File: src/rtl/sprite_actor_if.sv
// Draw-side bus of the sprite actor: the draw request, the sprite-sheet ROM port
// and the pixel stream towards the frame buffer.
//
// Handshake: draw_start is a one-cycle request that is taken only while
// draw_busy is 0. draw_busy rises the cycle after an accepted draw_start and
// stays high until the draw completes. draw_done is a one-cycle pulse in the
// cycle draw_busy falls. rom_data must carry the colour for the rom_addr of the
// previous cycle. A pixel is transferred in every cycle with draw_we=1. There
// is no back-pressure.
interface sprite_actor_if #(
    parameter int ADDR_W = 12
);
    logic              draw_start;
    logic [ADDR_W-1:0] rom_addr;
    logic [5:0]        rom_data;
    logic [8:0]        draw_x;
    logic [7:0]        draw_y;
    logic [5:0]        draw_color;
    logic              draw_we;
    logic              draw_busy;
    logic              draw_done;

    modport master (
        input  draw_start, rom_data,
        output rom_addr, draw_x, draw_y, draw_color, draw_we, draw_busy, draw_done
    );

    modport slave (
        output draw_start, rom_data,
        input  rom_addr, draw_x, draw_y, draw_color, draw_we, draw_busy, draw_done
    );
endinterface

File: src/rtl/sprite_actor.sv
// Sprite actor: keeps a sprite's position, facing, walk frame and attack state,
// and on request streams the sprite's pixels from the sprite-sheet ROM to the
// frame buffer, skipping transparent pixels.
module sprite_actor #(
    parameter int          SPR_W    = 16,
    parameter int          SPR_H    = 16,
    parameter int          MAP_W    = 256,
    parameter int          MAP_H    = 176,
    parameter int          STEP     = 1,
    parameter int          N_FRAMES = 2,
    parameter int          ATK_LEN  = 4,
    parameter int          INIT_X   = 127,
    parameter int          INIT_Y   = 88,
    parameter logic [5:0]  TRANSP   = 6'h3F
) (
    input  logic       clock,
    input  logic       reset,
    input  logic       init,
    input  logic       apply_action,
    input  logic [2:0] action,
    input  logic [3:0] blocked,
    output logic [8:0] x_pos,
    output logic [7:0] y_pos,
    output logic [1:0] facing,
    output logic       attacking,
    output logic [1:0] dbg_state,
    sprite_actor_if.master bus
);
    localparam int COL_W  = $clog2(SPR_W);
    localparam int ROW_W  = $clog2(SPR_H);
    localparam int FRM_W  = $clog2(N_FRAMES);
    localparam int PIX_W  = ROW_W + COL_W;
    localparam int ADDR_W = 2 + 1 + FRM_W + PIX_W;
    localparam int ATK_W  = $clog2(ATK_LEN + 1);

    localparam logic [8:0] X_MAX  = 9'(MAP_W - SPR_W);
    localparam logic [7:0] Y_MAX  = 8'(MAP_H - SPR_H);
    localparam logic [8:0] STEP_X = 9'(STEP);
    localparam logic [7:0] STEP_Y = 8'(STEP);
    // A zero step never moves the sprite, so it must never animate it either.
    localparam bit         MOVES  = (STEP > 0);

    typedef enum logic [1:0] {
        IDLE  = 2'd0,
        FETCH = 2'd1,
        FLUSH = 2'd2
    } state_e;

    state_e             state_q, state_d;
    logic [PIX_W-1:0]   pix_q;
    logic [8:0]         x_lat, draw_x_q;
    logic [7:0]         y_lat, draw_y_q;
    logic               pix_valid, done_q;
    logic [FRM_W-1:0]   frame_q, frame_eff;
    logic [ATK_W-1:0]   atk_cnt_q;
    logic [ADDR_W-1:0]  rom_addr_w;
    logic               last_pix, act_ok;

    assign last_pix  = (pix_q == {PIX_W{1'b1}});
    // Position is frozen while a draw is in flight; init overrides any action.
    assign act_ok    = apply_action && !init && (state_q == IDLE);
    assign frame_eff = attacking ? '0 : frame_q;
    assign dbg_state = state_q;

    // Draw sequencer next state; init aborts any draw and blocks a new one.
    always_comb begin
        state_d = state_q;
        case (state_q)
            IDLE:    if (bus.draw_start) state_d = FETCH;
            FETCH:   if (last_pix) state_d = FLUSH;
            FLUSH:   state_d = IDLE;
            default: state_d = IDLE;
        endcase
        if (init) state_d = IDLE;
    end

    // Draw sequencer state register.
    always_ff @(posedge clock) begin
        if (reset) state_q <= IDLE;
        else       state_q <= state_d;
    end

    // Pixel counter, position latch and the one-stage pixel output pipeline.
    always_ff @(posedge clock) begin
        if (reset || init) begin
            pix_q     <= '0;
            x_lat     <= '0;
            y_lat     <= '0;
            pix_valid <= 1'b0;
            draw_x_q  <= '0;
            draw_y_q  <= '0;
            done_q    <= 1'b0;
        end else begin
            pix_valid <= (state_q == FETCH);
            done_q    <= (state_q == FLUSH);
            if (state_q == FETCH) begin
                draw_x_q <= x_lat + 9'(pix_q[COL_W-1:0]);
                draw_y_q <= y_lat + 8'(pix_q[PIX_W-1:COL_W]);
                pix_q    <= pix_q + 1'b1;
            end
            if (state_q == IDLE && bus.draw_start) begin
                pix_q <= '0;
                x_lat <= x_pos;
                y_lat <= y_pos;
            end
        end
    end

    // Actor state: movement with clamping, facing, walk frame and attack timer.
    always_ff @(posedge clock) begin
        if (reset || init) begin
            x_pos     <= 9'(INIT_X);
            y_pos     <= 8'(INIT_Y);
            facing    <= 2'd1;
            attacking <= 1'b0;
            frame_q   <= '0;
            atk_cnt_q <= '0;
        end else if (act_ok) begin
            if (attacking) begin
                atk_cnt_q <= atk_cnt_q - 1'b1;
                if (atk_cnt_q <= ATK_W'(1)) attacking <= 1'b0;
            end else begin
                case (action)
                    3'd1: begin
                        attacking <= 1'b1;
                        atk_cnt_q <= ATK_W'(ATK_LEN);
                    end
                    3'd2: begin
                        facing <= 2'd0;
                        if (MOVES && !blocked[0] && y_pos != 8'd0) begin
                            y_pos   <= (y_pos < STEP_Y) ? 8'd0 : y_pos - STEP_Y;
                            frame_q <= frame_q + 1'b1;
                        end
                    end
                    3'd3: begin
                        facing <= 2'd1;
                        if (MOVES && !blocked[1] && y_pos < Y_MAX) begin
                            y_pos   <= (y_pos > Y_MAX - STEP_Y) ? Y_MAX : y_pos + STEP_Y;
                            frame_q <= frame_q + 1'b1;
                        end
                    end
                    3'd4: begin
                        facing <= 2'd2;
                        if (MOVES && !blocked[2] && x_pos != 9'd0) begin
                            x_pos   <= (x_pos < STEP_X) ? 9'd0 : x_pos - STEP_X;
                            frame_q <= frame_q + 1'b1;
                        end
                    end
                    3'd5: begin
                        facing <= 2'd3;
                        if (MOVES && !blocked[3] && x_pos < X_MAX) begin
                            x_pos   <= (x_pos > X_MAX - STEP_X) ? X_MAX : x_pos + STEP_X;
                            frame_q <= frame_q + 1'b1;
                        end
                    end
                    default: ;
                endcase
            end
        end
    end

    // ROM address is only driven while fetching so the port idles at zero.
    assign rom_addr_w     = (state_q == FETCH) ? {facing, attacking, frame_eff, pix_q} : '0;
    assign bus.rom_addr   = rom_addr_w;
    assign bus.draw_x     = draw_x_q;
    assign bus.draw_y     = draw_y_q;
    assign bus.draw_color = pix_valid ? bus.rom_data : 6'd0;
    assign bus.draw_we    = pix_valid && (bus.rom_data != TRANSP);
    assign bus.draw_busy  = (state_q != IDLE);
    assign bus.draw_done  = done_q;
endmodule

File: src/flat_wrapper.sv
// flat-port wrapper written by rule: the top's interface ports become plain ports
module sprite_actor_flat 
#(
    parameter int          SPR_W    = 16,
    parameter int          SPR_H    = 16,
    parameter int          MAP_W    = 256,
    parameter int          MAP_H    = 176,
    parameter int          STEP     = 1,
    parameter int          N_FRAMES = 2,
    parameter int          ATK_LEN  = 4,
    parameter int          INIT_X   = 127,
    parameter int          INIT_Y   = 88,
    parameter logic [5:0]  TRANSP   = 6'h3F
)
  (clock, reset, init, apply_action, action, blocked, x_pos, y_pos, facing, attacking, dbg_state, bus_draw_start, bus_rom_data, bus_rom_addr, bus_draw_x, bus_draw_y, bus_draw_color, bus_draw_we, bus_draw_busy, bus_draw_done);
  sprite_actor_if #(.ADDR_W(12)) bus_i ();
  input  logic clock;
  input  logic reset;
  input  logic init;
  input  logic apply_action;
  input  logic [2:0] action;
  input  logic [3:0] blocked;
  output logic [8:0] x_pos;
  output logic [7:0] y_pos;
  output logic [1:0] facing;
  output logic attacking;
  output logic [1:0] dbg_state;
  input wire logic [$bits(bus_i.draw_start)-1:0] bus_draw_start;
  input wire logic [$bits(bus_i.rom_data)-1:0] bus_rom_data;
  output wire logic [$bits(bus_i.rom_addr)-1:0] bus_rom_addr;
  output wire logic [$bits(bus_i.draw_x)-1:0] bus_draw_x;
  output wire logic [$bits(bus_i.draw_y)-1:0] bus_draw_y;
  output wire logic [$bits(bus_i.draw_color)-1:0] bus_draw_color;
  output wire logic [$bits(bus_i.draw_we)-1:0] bus_draw_we;
  output wire logic [$bits(bus_i.draw_busy)-1:0] bus_draw_busy;
  output wire logic [$bits(bus_i.draw_done)-1:0] bus_draw_done;
  assign bus_i.draw_start = bus_draw_start;
  assign bus_i.rom_data = bus_rom_data;
  assign bus_rom_addr = bus_i.rom_addr;
  assign bus_draw_x = bus_i.draw_x;
  assign bus_draw_y = bus_i.draw_y;
  assign bus_draw_color = bus_i.draw_color;
  assign bus_draw_we = bus_i.draw_we;
  assign bus_draw_busy = bus_i.draw_busy;
  assign bus_draw_done = bus_i.draw_done;
  sprite_actor #(.SPR_W(SPR_W), .SPR_H(SPR_H), .MAP_W(MAP_W), .MAP_H(MAP_H), .STEP(STEP), .N_FRAMES(N_FRAMES), .ATK_LEN(ATK_LEN), .INIT_X(INIT_X), .INIT_Y(INIT_Y), .TRANSP(TRANSP)) u_core (.clock(clock), .reset(reset), .init(init), .apply_action(apply_action), .action(action), .blocked(blocked), .x_pos(x_pos), .y_pos(y_pos), .facing(facing), .attacking(attacking), .dbg_state(dbg_state), .bus(bus_i));
endmodule
File: config.mk
export PLATFORM = sky130hd
export DESIGN_NAME = sprite_actor_flat
export DESIGN_NICKNAME = d
export VERILOG_FILES = /design/src/rtl/sprite_actor_if.sv /design/src/rtl/sprite_actor.sv /design/src/flat_wrapper.sv
export SDC_FILE = /design/constraint.sdc
export NUM_CORES = 1
export LEC_CHECK = 0
export CAP_MARGIN = 40
export CORE_ASPECT_RATIO = 0.9
export CORE_UTILIZATION = 52
export DETAILED_ROUTE_END_ITERATION = 10
export PLACE_DENSITY = 0.83
export SLEW_MARGIN = 5
export SYNTH_ARGS = -nofsm -noshare
export SYNTH_HDL_FRONTEND = slang
export SYNTH_SLANG_ARGS = --single-unit
File: constraint.sdc
create_clock -name clock -period 2.4 [get_ports clock]
set_input_delay 0.48 -clock clock [delete_from_list [all_inputs] [get_ports clock]]
set_output_delay 0.48 -clock clock [all_outputs]
set_load 0.01 [all_outputs]
Yosys cells after proc, flatten, opt, wreduce, memory -nomap -nowiden --
Cells that the tools add are included.
Word-level totals: bits of input ports 18, output and inout port bits 60, bits in registers 70, word-level logic and storage cells 103
Operators by class: add/subtract/negate cells 9, reduce and logical (&&, ||, !) cells 30, equal/unequal tests 15, muxes and demuxes 27, bitwise logic cells 1, magnitude comparators 7
Operator list (count):
- $mux W9 | 4
- $mux W8 | 4
- $pmux W9 S2 | 1
- $add A8 B1 Y8 const B | 2
- $pmux W8 S2 | 1
- $mux W12 | 1
- $ne A2 B1 Y1 const B | 5
- $reduce_and A5 Y1 | 2
- $add A9 B1 Y9 const B | 1
- $add A9 B4 Y9 | 1
- $gt A9 B8 Y1 const B | 1
- $lt A9 B1 Y1 const B | 1
- $lt A9 B8 Y1 const B | 1
- $reduce_bool A9 Y1 | 1
- $sub A9 B1 Y9 const B | 1
- $add A8 B4 Y8 | 1
- $eq A8 B8 Y1 const B | 1
- $gt A8 B8 Y1 const B | 1
- $logic_and A1 B1 Y1 | 8
- $lt A8 B1 Y1 const B | 1
- $lt A8 B8 Y1 const B | 1
- $mux W1 | 8
- $pmux W2 S4 | 1
- $reduce_bool A2 Y1 | 4
- 26 further kinds | 36

Depth between registers and ports, before layout --
Gate-level depths: netlist of run 1.
depth after elaboration 4, depth in mapped cells 9, mapped depth without buffers 8

Worst setup path after synthesis of run 1 --
OpenSTA, ideal clock, no wires.
path kind reg-to-reg, start point register u_core.x_pos[0], end point register u_core.x_pos[4], setup time 0.122 ns, period minus slack after synthesis 2.219 ns, arrival 2.097 ns, stages on the path, launching flop included 9, buffers on the path 1, data required time 2.278 ns, setup slack 0.181 ns, cell sequence dfxtp_1 -> clkbuf_1 -> inv_1 -> ha_1 -> nor2b_1 -> a311o_1 -> a211oi_2 -> o21ai_0 -> a221o_1
On the way: cells in the longest elaborated chain, start to end 4, elaborated cells on any way between the ends 16, classes of those cells 2 x add/sub; 3 x order compare; 2 x eq/ne; 5 x mux; 4 x reduce/logical
Ends and longest elaborated chain:
- start: declaration | line sprite_actor.sv:22 | output logic [8:0] x_pos,
- start signal: assignment | line sprite_actor.sv:112 | x_pos <= 9'(INIT_X);
- start signal: assignment | line sprite_actor.sv:145 | x_pos <= (x_pos < STEP_X) ? 9'd0 : x_pos - STEP_X;
- start signal: assignment | line sprite_actor.sv:152 | x_pos <= (x_pos > X_MAX - STEP_X) ? X_MAX : x_pos + STEP_X;
- $add A9 B1 Y9, or another cell as far along | line sprite_actor.sv:152
- $mux W9, or another cell as far along | line sprite_actor.sv:152
- $mux W9, or another cell as far along | line sprite_actor.sv:151 | if (MOVES && !blocked[3] && x_pos < X_MAX) begin
- $pmux W9 S2 / $reduce_and A5 Y1 (equally long branches)
Parallel ways exist; a longest one is shown, timed or not. The select of a mux whose other input is x is not followed. A chain may end at the register's enable or synchronous reset.

Worst setup path in the final report of run 1 --
start point register u_core.state_q[1] (netlist: u_core.dbg_state[1]), end point output bus_rom_addr[8]
On the way: cells in the longest elaborated chain, start to end 2
Ends and longest elaborated chain:
- start: declaration | line sprite_actor.sv:49 | state_e state_q, state_d;
- start signal: assignment | line sprite_actor.sv:80 | else state_q <= state_d;
- $eq A2 B1 Y1 | line sprite_actor.sv:163 | assign rom_addr_w = (state_q == FETCH) ? {facing, attacking, frame_eff, pix_q} : '0;
- $mux W12 | line sprite_actor.sv:163
- end: declaration | line flat_wrapper.sv:30 | output wire logic [$bits(bus_i.rom_addr)-1:0] bus_rom_addr;
No other way between the ends.

==> results of run 1 <==
per-stage QoR:
stage | setup TNS [ns] | total power (W)
2_1_floorplan | 0 | 0.00134
3_3_place_gp | 0 | 0.00144
3_5_place_dp | -0.132 | 0.00145
4_1_cts | 0 | 0.00238
5_1_grt | 0 | 0.00246
6_report | 0 | 0.00238
area by class of cell:
class	count	area [um^2]	share of cell area (%)
Clock buffer	13	149	2.84
Clock inverter	3	43.8	0.835
Inverter	21	78.8	1.50
Multi-Input combinational cell	389	2420	46.1
Sequential cell	70	1400	26.8
Tap cell	96	120	2.29
Timing Repair Buffer	107	1030	19.7
power by group:
part / internal, W / total [W] / switching [W]
registers: 0.00118 / 0.00119 / 0.0000155
logic: 0.000107 / 0.000230 / 0.000123
clock network: 0.000511 / 0.000956 / 0.000445
worst max-delay path, delay by kind of cell (launching register included):
kind	cells	cell delay [ns]
buffers and inverters	1	0.60
flip-flops	1	0.39
AND/OR/NAND/NOR	2	0.51
registers in the layout, summed over array words and instances, names as in the netlist, 2 cells and up:
| signal | cells |
|---|---|
| u_core.pix_q | 8 |
| u_core.facing | 2 |
| u_core.y_lat | 8 |
| u_core.x_lat | 9 |
| u_core.bus.draw_x | 9 |
| u_core.y_pos | 8 |
| u_core.dbg_state | 2 |
| u_core.x_pos | 9 |
| u_core.atk_cnt_q | 3 |
| u_core.bus.draw_y | 8 |
final timing paths:
path / from / slack, ns / end
max: u_core.dbg_state[1]$_SDFFE_PP0P_ / 0.08 / bus_rom_addr[8]
min: u_core.bus.draw_y[0]$_SDFFE_PP0P_ / 0.45 / u_core.bus.draw_y[0]$_SDFFE_PP0P_
max reg2reg: u_core.x_pos[1]$_SDFFE_PP1P_ / 0.16 / u_core.x_pos[4]$_SDFFE_PP1P_
min reg2reg: u_core.bus.draw_y[0]$_SDFFE_PP0P_ / 0.45 / u_core.bus.draw_y[0]$_SDFFE_PP0P_
cell usage after synthesis (all sizes together) (10+ instances only):
cell type,count
nor2,33
xnor2,10
nand2,74
inv,21
ha,17
o21ai,38
and2,19
clkbuf,25
a21oi,46
dfxtp,70
nand3,13
nor3,13
kinds of logic (layout without fill, tap and decap cells):
kind of cell / after synthesis / after routing / share of synthesized area, %
buf+inv: 55 / 144 / 5.55
fa+ha+maj: 19 / 19 / 6.26
mux: 5 / 5 / 1.27
flops: 70 / 70 / 34.7
compound gates: 141 / 141 / 22.0
simple gates: 210 / 210 / 27.1
xor+xnor: 14 / 14 / 3.04
routing by layer:
layer | wire [um] | track usage [%] | up-vias
met5 | 0 | 0 | -
met4 | 238 | 8.26 | 0
li1 | - | - | 1992
met1 | 4550 | 33.5 | 1945
met2 | 5510 | 48.9 | 179
met3 | 710 | 6.29 | 28
==> summary.md, run 1 <==
| Metric | Value |
|---|---|
| Post-Route Utilization | `69.6%` |
| Pins Over Slew Limit | `0` |
| R2R depth | `8` |
| Worst EP required | `1.92 ns` |
| Predominant post-synthesis flop cell | `dfxtp_1` |
| EDFF count, synth | `0` |
| Biggest area consumer among synthesized cells | `dfxtp_1` |
| Die Area | `8120 um^2` |
| Ys async rst share | `0%` |
| N_diodes | `0` |
| Placed cell areas | `5050 um^2` |
| Core area | `7540 um^2` |
| Synthesized instance count | `514` |
| Tcrit/Tclk final | `96.7%` |
| Clock skew | `0.0155 ns` |
| Die H | `85.6 um` |
| Initial antenna violation count | `0` |
| First-pass GRT wire length | `17900 um` |
| Hold slack | `0.454 ns` |
| DRC viols | `0` |
| Relative slew margins | `60.9%` |
| Largest net degree at the start of global routing | `37` |
| Hold Violations, Final | `0` |
| Vias in the first global route | `3906` |
| Synth top area cells | `dfxtp_1, nand2_1, a21oi_1, ha_1, o21ai_0` |
| CP cell instances | `nand2b_1, nor3b_1, clkdlybuf4s50_1` |
| CP endpoint kind | `output port` |
| Synthesized area | `4040 um^2` |
| Status | `finished clean` |
| RSZ-0062 raised after global routing | `no` |
| CTS Sinks | `70` |
| Synth Warn # | `0` |
| Place WS | `-0.0637 ns` |
| Crit path DAT | `1.84 ns` |
| Unique masters post-synth | `63` |
| TritonRoute pass-1 iters | `5` |
| Iteration-0 DRC Markers | `277` |
| Tmin final | `2.32 ns` |
| Layout cells sized above 1 | `10.1%` |
| Max stage delay on crit path | `0.60 ns` |
| Worst setup margin | `0.0798 ns` |
| FF+latch count, synth | `70` |
| Layout fillers | `577` |
| Max Buffers Root-to-Sink | `2` |
| Worst-path clk slew | `0.07 ns` |
| Htree depth | `3` |
| Kind of critical path | `reg -> out` |
| Num CTS Buffers | `9` |
| Sequential element share of the synthesized area | `34.7%` |
| Net Count, Synth | `551` |
| Via count | `4144` |
| Post-Layout Cell Count | `699` |
| Worst vdd ir | `0.300 mV` |
| Worst Hold Depth | `2` |
| GP Congestion | `0.934` |
| Die Width | `94.9 um` |
| CTS tree | `yes` |
| Worst hold-check path type | `reg -> reg` |
| Post-CTS Hold Fix Bufs | `0` |
| Max-cap violations | `0` |
| Startpoint Class | `flop` |
| Clk_lat worst skew | `0.35 ns` |
| Initial Util | `53.5%` |
| Post-Place Cells | `683` |
| Grt ovf | `0` |
| Critical path fanouts, max | `6` |
| Total Nets Final | `635` |
| Tightest Pin Transition | `0.585 ns` |
| Post-synth top area share | `34.7%` |
| PwrDens | `453 nW/um^2` |
| # IOs | `78` |
| Root buffer cell | `clkbuf_8` |
| Fmax | `431 MHz` |
| Final ANT Viol Nets | `0` |
| CTS resizes | `0` |
| Setup repair bufs after CTS | `0` |
| Most frequent cells in the layout | `clkdlybuf4s50_1, nand2_1, dfxtp_1` |
| Fin area | `5250 um^2` |
| Post-DR vias/cell | `5.93` |
| Port Buffers | `77` |
| DRT Wirelength | `11000 um` |
| # rows | `30` |
| CP max stage cell | `clkdlybuf4s50_1` |
| Total Routing Usage GR | `27.8%` |
| Post-synthesis area per instance | `7.85 um^2` |
| Most common cell after layout, fill and taps aside | `clkdlybuf4s50_1` |
| Final Setup Violations | `0` |
| Leakage power | `1.93 nW` |
| Area Overhead vs Synth | `30.0%` |
| Dpl hpwl | `7880 um` |
| WL/cell | `15.8 um` |
(Power assumes the default switching activity.)
==> inputs of run 2 (changes only) <==
--- a/config.mk
+++ b/config.mk
@@ -8,6 +8,7 @@
 export CAP_MARGIN = 40
 export CORE_ASPECT_RATIO = 0.9
 export CORE_UTILIZATION = 52
+export CTS_CLUSTER_SIZE = 28
 export DETAILED_ROUTE_END_ITERATION = 10
 export PLACE_DENSITY = 0.83
 export SLEW_MARGIN = 5
==> results of run 2 <==
Final layout, timing and power as in run 1 (identical DEF).
